==> config.mk <==
export PLATFORM = sky130hd
export DESIGN_NAME = pixel_gather_flat
export DESIGN_NICKNAME = d
export VERILOG_FILES = /design/src/rtl/pixel_gather_if.sv /design/src/rtl/pixel_gather.sv /design/src/flat_wrapper.sv
export SDC_FILE = /design/constraint.sdc
export NUM_CORES = 1
export LEC_CHECK = 0
export CORE_UTILIZATION = 50
export CTS_BUF_LIST = sky130_fd_sc_hd__clkbuf_4 sky130_fd_sc_hd__clkbuf_8
export CTS_CLUSTER_DIAMETER = 50
export DETAILED_ROUTE_END_ITERATION = 7
export GPL_TIMING_DRIVEN = 1
export PLACE_DENSITY_LB_ADDON = 0.12
export SYNTH_ARGS = -nofsm -noshare
export SYNTH_HDL_FRONTEND = slang
export SYNTH_SLANG_ARGS = --single-unit
==> constraint.sdc <==
create_clock -name clk -period 2.1 [get_ports clk]
set_input_delay 0.21 -clock clk [delete_from_list [all_inputs] [get_ports clk]]
set_output_delay 0.21 -clock clk [all_outputs]
set_load 0.005 [all_outputs]
==> src/rtl/pixel_gather_if.sv <==
// Request/VRAM/pixel bundle between a requester and the pixel_gather tap fetcher.
// The requester owns start, bypass and the VRAM read data; the gatherer owns the rest.
interface pixel_gather_if;
    logic        start;
    logic        bypass;
    logic [23:0] vramData;
    logic [2:0]  addrCount;
    logic [23:0] pixel;
    logic        pixelValid;
    logic        busy;
    logic        overrun;

    modport master (
        output start, bypass, vramData,
        input  addrCount, pixel, pixelValid, busy, overrun
    );

    modport slave (
        input  start, bypass, vramData,
        output addrCount, pixel, pixelValid, busy, overrun
    );
endinterface

==> src/rtl/pixel_gather.sv <==
// Fetches four VRAM taps (A..D) per request and emits either their per-channel
// average or tap A alone, with a fixed start-to-pixel latency of 5+READ_LAT cycles.
module pixel_gather #(
    parameter int READ_LAT = 2
) (
    input  logic           clk,
    input  logic           rst_n,
    pixel_gather_if.slave  bus
);

    typedef enum logic [1:0] {
        IDLE,
        ISSUE,
        DRAIN,
        OUT
    } state_e;

    state_e              state_q;
    logic [2:0]          addrCount_q;
    logic [23:0]         pixel_q;
    logic [23:0]         tap0_q;
    logic                pixelValid_q;
    logic                busy_q;
    logic                overrun_q;
    logic                bypass_q;
    logic [9:0]          sumR_q;
    logic [9:0]          sumG_q;
    logic [9:0]          sumB_q;
    logic [1:0]          capCnt_q;
    logic [READ_LAT-1:0] issueDly_q;
    logic [READ_LAT-1:0] issueDly_d;

    logic                capture;
    logic [9:0]          sumR_d;
    logic [9:0]          sumG_d;
    logic [9:0]          sumB_d;

    // Captures follow the issue strobe through a READ_LAT-deep shift line, so
    // alignment to returning data never depends on the FSM state.
    always_comb begin
        issueDly_d    = '0;
        issueDly_d[0] = (state_q == ISSUE);
        for (int i = 1; i < READ_LAT; i++) begin
            issueDly_d[i] = issueDly_q[i-1];
        end
    end

    assign capture = issueDly_q[READ_LAT-1];
    assign sumR_d  = sumR_q + {2'b00, bus.vramData[23:16]};
    assign sumG_d  = sumG_q + {2'b00, bus.vramData[15:8]};
    assign sumB_d  = sumB_q + {2'b00, bus.vramData[7:0]};

    always_ff @(posedge clk or negedge rst_n) begin
        if (!rst_n) begin
            state_q      <= IDLE;
            addrCount_q  <= 3'd0;
            pixel_q      <= 24'h000000;
            tap0_q       <= 24'h000000;
            pixelValid_q <= 1'b0;
            busy_q       <= 1'b0;
            overrun_q    <= 1'b0;
            bypass_q     <= 1'b0;
            sumR_q       <= 10'd0;
            sumG_q       <= 10'd0;
            sumB_q       <= 10'd0;
            capCnt_q     <= 2'd0;
            issueDly_q   <= '0;
        end else begin
            issueDly_q   <= issueDly_d;
            pixelValid_q <= 1'b0;

            if (capture) begin
                sumR_q   <= sumR_d;
                sumG_q   <= sumG_d;
                sumB_q   <= sumB_d;
                capCnt_q <= capCnt_q + 2'd1;
                if (capCnt_q == 2'd0) begin
                    tap0_q <= bus.vramData;
                end
            end

            case (state_q)
                IDLE, OUT: begin
                    if (bus.start) begin
                        state_q     <= ISSUE;
                        busy_q      <= 1'b1;
                        bypass_q    <= bus.bypass;
                        addrCount_q <= 3'd0;
                        sumR_q      <= 10'd0;
                        sumG_q      <= 10'd0;
                        sumB_q      <= 10'd0;
                        capCnt_q    <= 2'd0;
                    end else begin
                        state_q <= IDLE;
                    end
                end

                ISSUE: begin
                    if (bus.start) begin
                        overrun_q <= 1'b1;
                    end
                    if (addrCount_q == 3'd3) begin
                        state_q     <= DRAIN;
                        addrCount_q <= 3'd0;
                    end else begin
                        addrCount_q <= addrCount_q + 3'd1;
                    end
                end

                DRAIN: begin
                    if (bus.start) begin
                        overrun_q <= 1'b1;
                    end
                    // Tap D arriving this cycle completes the pixel; fold it in directly.
                    if (capture && capCnt_q == 2'd3) begin
                        state_q      <= OUT;
                        busy_q       <= 1'b0;
                        pixelValid_q <= 1'b1;
                        pixel_q      <= bypass_q ? tap0_q
                                                 : {sumR_d[9:2], sumG_d[9:2], sumB_d[9:2]};
                    end
                end

                default: begin
                    state_q <= IDLE;
                end
            endcase
        end
    end

    assign bus.addrCount  = addrCount_q;
    assign bus.pixel      = pixel_q;
    assign bus.pixelValid = pixelValid_q;
    assign bus.busy       = busy_q;
    assign bus.overrun    = overrun_q;

endmodule

==> src/flat_wrapper.sv <==
// flat-port wrapper written by rule: the top's interface ports become plain ports
module pixel_gather_flat 
#(
    parameter int READ_LAT = 2
)
  (clk, rst_n, bus_start, bus_bypass, bus_vramData, bus_addrCount, bus_pixel, bus_pixelValid, bus_busy, bus_overrun);
  pixel_gather_if bus_i ();
  input  logic clk;
  input  logic rst_n;
  input wire logic [$bits(bus_i.start)-1:0] bus_start;
  input wire logic [$bits(bus_i.bypass)-1:0] bus_bypass;
  input wire logic [$bits(bus_i.vramData)-1:0] bus_vramData;
  output wire logic [$bits(bus_i.addrCount)-1:0] bus_addrCount;
  output wire logic [$bits(bus_i.pixel)-1:0] bus_pixel;
  output wire logic [$bits(bus_i.pixelValid)-1:0] bus_pixelValid;
  output wire logic [$bits(bus_i.busy)-1:0] bus_busy;
  output wire logic [$bits(bus_i.overrun)-1:0] bus_overrun;
  assign bus_i.start = bus_start;
  assign bus_i.bypass = bus_bypass;
  assign bus_i.vramData = bus_vramData;
  assign bus_addrCount = bus_i.addrCount;
  assign bus_pixel = bus_i.pixel;
  assign bus_pixelValid = bus_i.pixelValid;
  assign bus_busy = bus_i.busy;
  assign bus_overrun = bus_i.overrun;
  pixel_gather #(.READ_LAT(READ_LAT)) u_core (.clk(clk), .rst_n(rst_n), .bus(bus_i));
endmodule
Word-level counts from Yosys, hierarchy flattened. Cells that the tools add are included.

Bits in registers: 91. Input bits: 28.

Add/subtract/negate cells: 5. Eq/ne operators: 8. Mux-type cells: 25. Reductions and logical operators: 14.

Operators with widths (number): $mux 10 (9); $add 10x8->10 (3); $mux 24 (1); $reduce_and 2->1 (6); $mux 2 (5); $eq 2x2->1 const B (3); $mux 3 (2); $pmux 2 s3 (1); $pmux 3 s2 (1); $mux 1 (5); $logic_not 2->1 (2); $ne 2x2->1 const B (2); $reduce_bool 2->1 (2); $reduce_or 2->1 (2); $add 3x1->3 const B (1); $eq 3x2->1 const B (1); $reduce_and 3->1 (1); $add 2x1->2 const B (1); $eq 2x1->1 const B (1); $ne 2x1->1 const B (1); $pmux 1 s2 (1); $logic_and 1x1->1 (1).

Logic depth before layout (Yosys ltp).
Word-level depth: 4. Mapped depth: 8. Depth with buffers taken out: 8.

Worst setup path before layout. Ideal clock, no wire load.

Path kind: flip-flop to flip-flop. Start point: register u_core.sumB_q[0]. End point: register u_core.pixel_q[4], in the netlist u_core.bus.pixel[4]. Setup time: 127 ps. Arrival time: 1692 ps. Data required time: 1973 ps. Path slack: 281 ps. Cell stages (with the launch flop): 9. Buffers on the path: 0. Path through: dfrtp_1 ha_1 inv_1 fa_1 nand2b_1 a21oi_1 a31o_2 mux2i_1 nand3_1.

Cells in the longest elaborated chain, start to end: 2.

RTL lines: from (decl) (RTL line pixel_gather.sv:28) `logic [9:0] sumB_q;`; from (signal assigned) (RTL line pixel_gather.sv:75) `sumB_q <= sumB_d;`; $add 10x8->10 (RTL line pixel_gather.sv:51) `assign sumB_d = sumB_q + {2'b00, bus.vramData[7:0]};`; $mux 24 (RTL line pixel_gather.sv:119) `pixel_q <= bypass_q ? tap0_q`; to (signal assigned) (RTL line pixel_gather.sv:119); to (decl) (RTL line pixel_gather.sv:20) `logic [23:0] pixel_q;`.

Every way passes these cells. A chain may end at the register's enable or synchronous reset.

Worst setup path in the final report.
Start point: register u_core.sumB_q[0]. End point: register u_core.pixel_q[2], in the netlist u_core.bus.pixel[2].

The elaborated chain is that of the path after synthesis.

==> key figures <==
Placement
  • Place WS: -241 ps
  • I/O Buffers: 57
  • Gpl congestion: 0.841
  • Area post-placement: a little under 6000 um^2
  • Hpwl dp: between 8000 and 9000 um

Critical path
  • Worst-path cell chain: ha_1, inv_1, fa_1, nand2b_4, a21oi_2, buf_4, xor2_1, mux2i_1, o21ai_1
  • Max stage delay on crit path: around 400 ps
  • Crit-path max FO: 2
  • Crit end category: register
  • Reg2Reg Capture Point: u_core.bus.pixel[2]$_DFFE_PN0P_
  • Worst r2r src: u_core.sumB_q[0]$_DFF_PN0_
  • Cell with the largest stage delay on the worst path: fa_1
  • Reg2Reg Setup Slack: a little over 80 ps
  • CP arrival: between 2000 and 2500 ps
  • Nature of the critical path startpoint: register
  • Worst Reg2Reg Path Length in Cells: 9
  • CP Class: reg -> reg
  • Delay-heaviest family, CP: adder cells
  • Buffers & Inverters on Critical Path: 2
  • WP data required: 2390 ps

Clock network
  • H-tree levels: 3
  • Clk pin slew, worst setup/hold paths: ~90 ps
  • CTS tree: yes
  • Root Buffer: clkbuf_8
  • Skew-Pair Late Insertion Delay: between 300 and 400 ps
  • Clock tree buffer depth: 2
  • CTS Sinks: 91
  • CTS Buf Count: 9

STA
  • Final count of hold timing violations: 0
  • Final setup violation count: 0
  • Final Cycle Share: slightly below 100%
  • Tmin final: between 2000 and 2500 ps
  • Total negative slack: 0 ps
  • Worst Skew: 12.5 ps
  • Slew headroom: about three fifths
  • Slew of the pin with the lowest slew margin: 593 ps
  • Fin. max-slew vios: 0
  • Final worst slack: 83.1 ps
  • Peak Freq: a little under 500 MHz

Power and ir drop
  • Combinational share of power: between 50% and 60%
  • Pwr dens: about 1400 nW/um^2
  • Design Power: 8.37 mW
  • Leak Pwr: ~2.8 nW
  • Internal Pwr Total: 5.09 mW
  • Net Sw Power: approximately 3.3 mW
  • VDD IR-drop max: ~620 uV
  • Clock Power Share: roughly an eighth
  • Sw frac: just under 40%
  • Flop pwr share: between 30% and 40%

Floorplan
  • Core Area: 9730 um^2
  • Initial Utilization: 51.1%
  • Die height: ~100 um
  • I/O Pins: 58
  • DIE WIDTH: slightly above 100 um
  • Rows: 36
  • Die area: 10,400 um^2

Logic synthesis
  • Post-synthesis sequential area ratio: between 40 and 50%
  • Mean post-synth cell area: ~10 um^2
  • Synth area leader: dfrtp_1
  • Cell with the most instances after synthesis: dfrtp_1
  • Commonest register cell after synthesis: dfrtp_1
  • Total number of yosys warnings: 0
  • Post-Syn Area: roughly 5000 um^2
  • Syn Inst Count: between 400 and 500
  • Area share of the largest cell type after synthesis: a little under half
  • Top cells by count, synth: dfrtp_1 (91), nor2_1 (46), nand2_1 (39)
  • Yosys cell types: 45
  • Post-synth ARST share: 100%
  • FF+latch count, synth: approximately 90
  • Dominant cells by area after synthesis: dfrtp_1 (46%), ha_1 (7.3%), mux2i_1 (5.2%)
  • Syn nets: 558
  • Number of flops mapped to enable cells by yosys: 0

Routing
  • Drt initial violations: 145
  • Drc violations: 0
  • 1st-pass router iterations: 5
  • WL per Instance: roughly 16 um
  • Antenna-violating nets left: 0
  • Vias/cell: 5.55
  • WL final: roughly 12,000 um
  • Via count: roughly 4,000

GRT
  • First-pass GRT wire length: 19,300 um
  • Grt ovf: 0
  • GRT Util Overall: about 24%
  • Largest net degree at the start of global routing: 46
  • Vias in the first global route: 3,902
  • Initial antenna violation count: 0

Flow run
  • MaxCap Viol Count: 0

Cells and area
  • Design Area, Final: between 6000 and 7000 um^2
  • Final net count: 642
  • Antenna diodes: 0
  • Layout cells sized above 1: 13.5%
  • Area Growth Syn to Fin: 23.4%

Hold path
  • Hold Crit Class: reg -> reg
  • Min-Delay Endpoint: u_core.issueDly_q[1]$_DFF_PN0_
  • Hold path startpoint: u_core.issueDly_q[0]$_DFF_PN0_
  • Hold depth: 0

Outcome
  • Status: finished clean
timing repair:
item | CTS | global route
gates resized for setup | 0 | 4
setup buffers | 0 | 0
hold buffers | 1 | 0
hold endpoints to repair | 41 | 0
setup endpoints to repair | 0 | 3
flip-flops by register name (all words and copies together) (netlist names):
register,count
u_core.tap0_q,24
u_core.state_q,2
u_core.sumB_q,10
u_core.bus.overrun,1
u_core.bus.busy,1
u_core.sumG_q,10
u_core.bus.pixelValid,1
u_core.bus.addrCount,3
u_core.bus.pixel,24
u_core.bypass_q,1
u_core.issueDly_q,2
u_core.capCnt_q,2
u_core.sumR_q,10
cells by family after synthesis:
logic type                 synth area share (%)
and+or+nand+nor                            15.3
AOI/OAI and AO/OA                          14.0
DFF                                        45.8
muxes                                      10.2
buffers and inverters                      3.19
adders and majority gates                  8.50
xor gates and xnor gates                   2.99
per-layer routing:
metal  up-vias  wire length [um]  GRT usage, %  part of all wire (%)
met5         -                 0             0                     0
met4         0                98          6.24                  0.84
met3         6               481          4.28                   4.1
met2        84              5770          40.8                    50
met1      1955              5280          32.5                    45
li1       1952                 -             -                     -
through the flow:
stage,util (%),hold WS (ps),std cells
global placement,61.0,258,703
CTS,62.9,356,720
detailed placement,61.0,252,703
finish,63.1,354,720
global route,63.1,365,720
floorplan,-,-85.6,498
power by group through the flow:
stage	clock network [mW]	registers [mW]	logic [mW]
finish	1.11	2.96	4.30
global route	1.22	3.04	4.80
CTS	1.14	2.96	4.29
detailed placement	0	2.99	4.27
global placement	0	2.96	4.13
floorplan	0	2.90	2.72
cells in the final DEF, fill, tap and decap left out, types with 5 or more instances in the layout:
cell type        count
nand2_1             39
ha_1                29
clkdlybuf4s50_1     56
mux2i_1             26
dfrtp_1             90
nand4_1              7
inv_1               14
and3_1              16
o31ai_1              5
buf_4               38
nand3_1             18
nand3b_1             8
nor3_1               7
o21ai_1              8
clkbuf_8            10
a211oi_1             9
mux2_1              13
xor2_1               8
a21oi_1             32
mux2_2               9
o21ai_0             20
nor2_1              46
xnor2_1              9
a21o_1              10
a31oi_1              5
cell type report:
| cell class | count | area, um^2 |
|---|---|---|
| Tap cell | 133 | 166 |
| Inverter | 16 | 60.1 |
| Clock inverter | 3 | 15.0 |
| Timing Repair Buffer | 97 | 896 |
| Fill cell | 826 | 3590 |
| Sequential cell | 91 | 2280 |
| Multi-Input combinational cell | 367 | 2570 |
| Clock buffer | 13 | 160 |
worst max-delay path by stage:
stage,from,end,cells past startpoint
2_1_floorplan,u_core.sumB_q[0]$_DFF_PN0_,u_core.bus.pixel[4]$_DFFE_PN0P_,8
3_3_place_gp,bus_vramData[0],u_core.bus.pixel[2]$_DFFE_PN0P_,10
3_5_place_dp,bus_vramData[0],u_core.bus.pixel[2]$_DFFE_PN0P_,10
4_1_cts,u_core.sumB_q[0]$_DFF_PN0_,u_core.bus.pixel[2]$_DFFE_PN0P_,9
5_1_grt,u_core.sumB_q[0]$_DFF_PN0_,u_core.bus.pixel[2]$_DFFE_PN0P_,9
6_report,u_core.sumB_q[0]$_DFF_PN0_,u_core.bus.pixel[2]$_DFFE_PN0P_,9
Power figures use the tool's default switching activity.
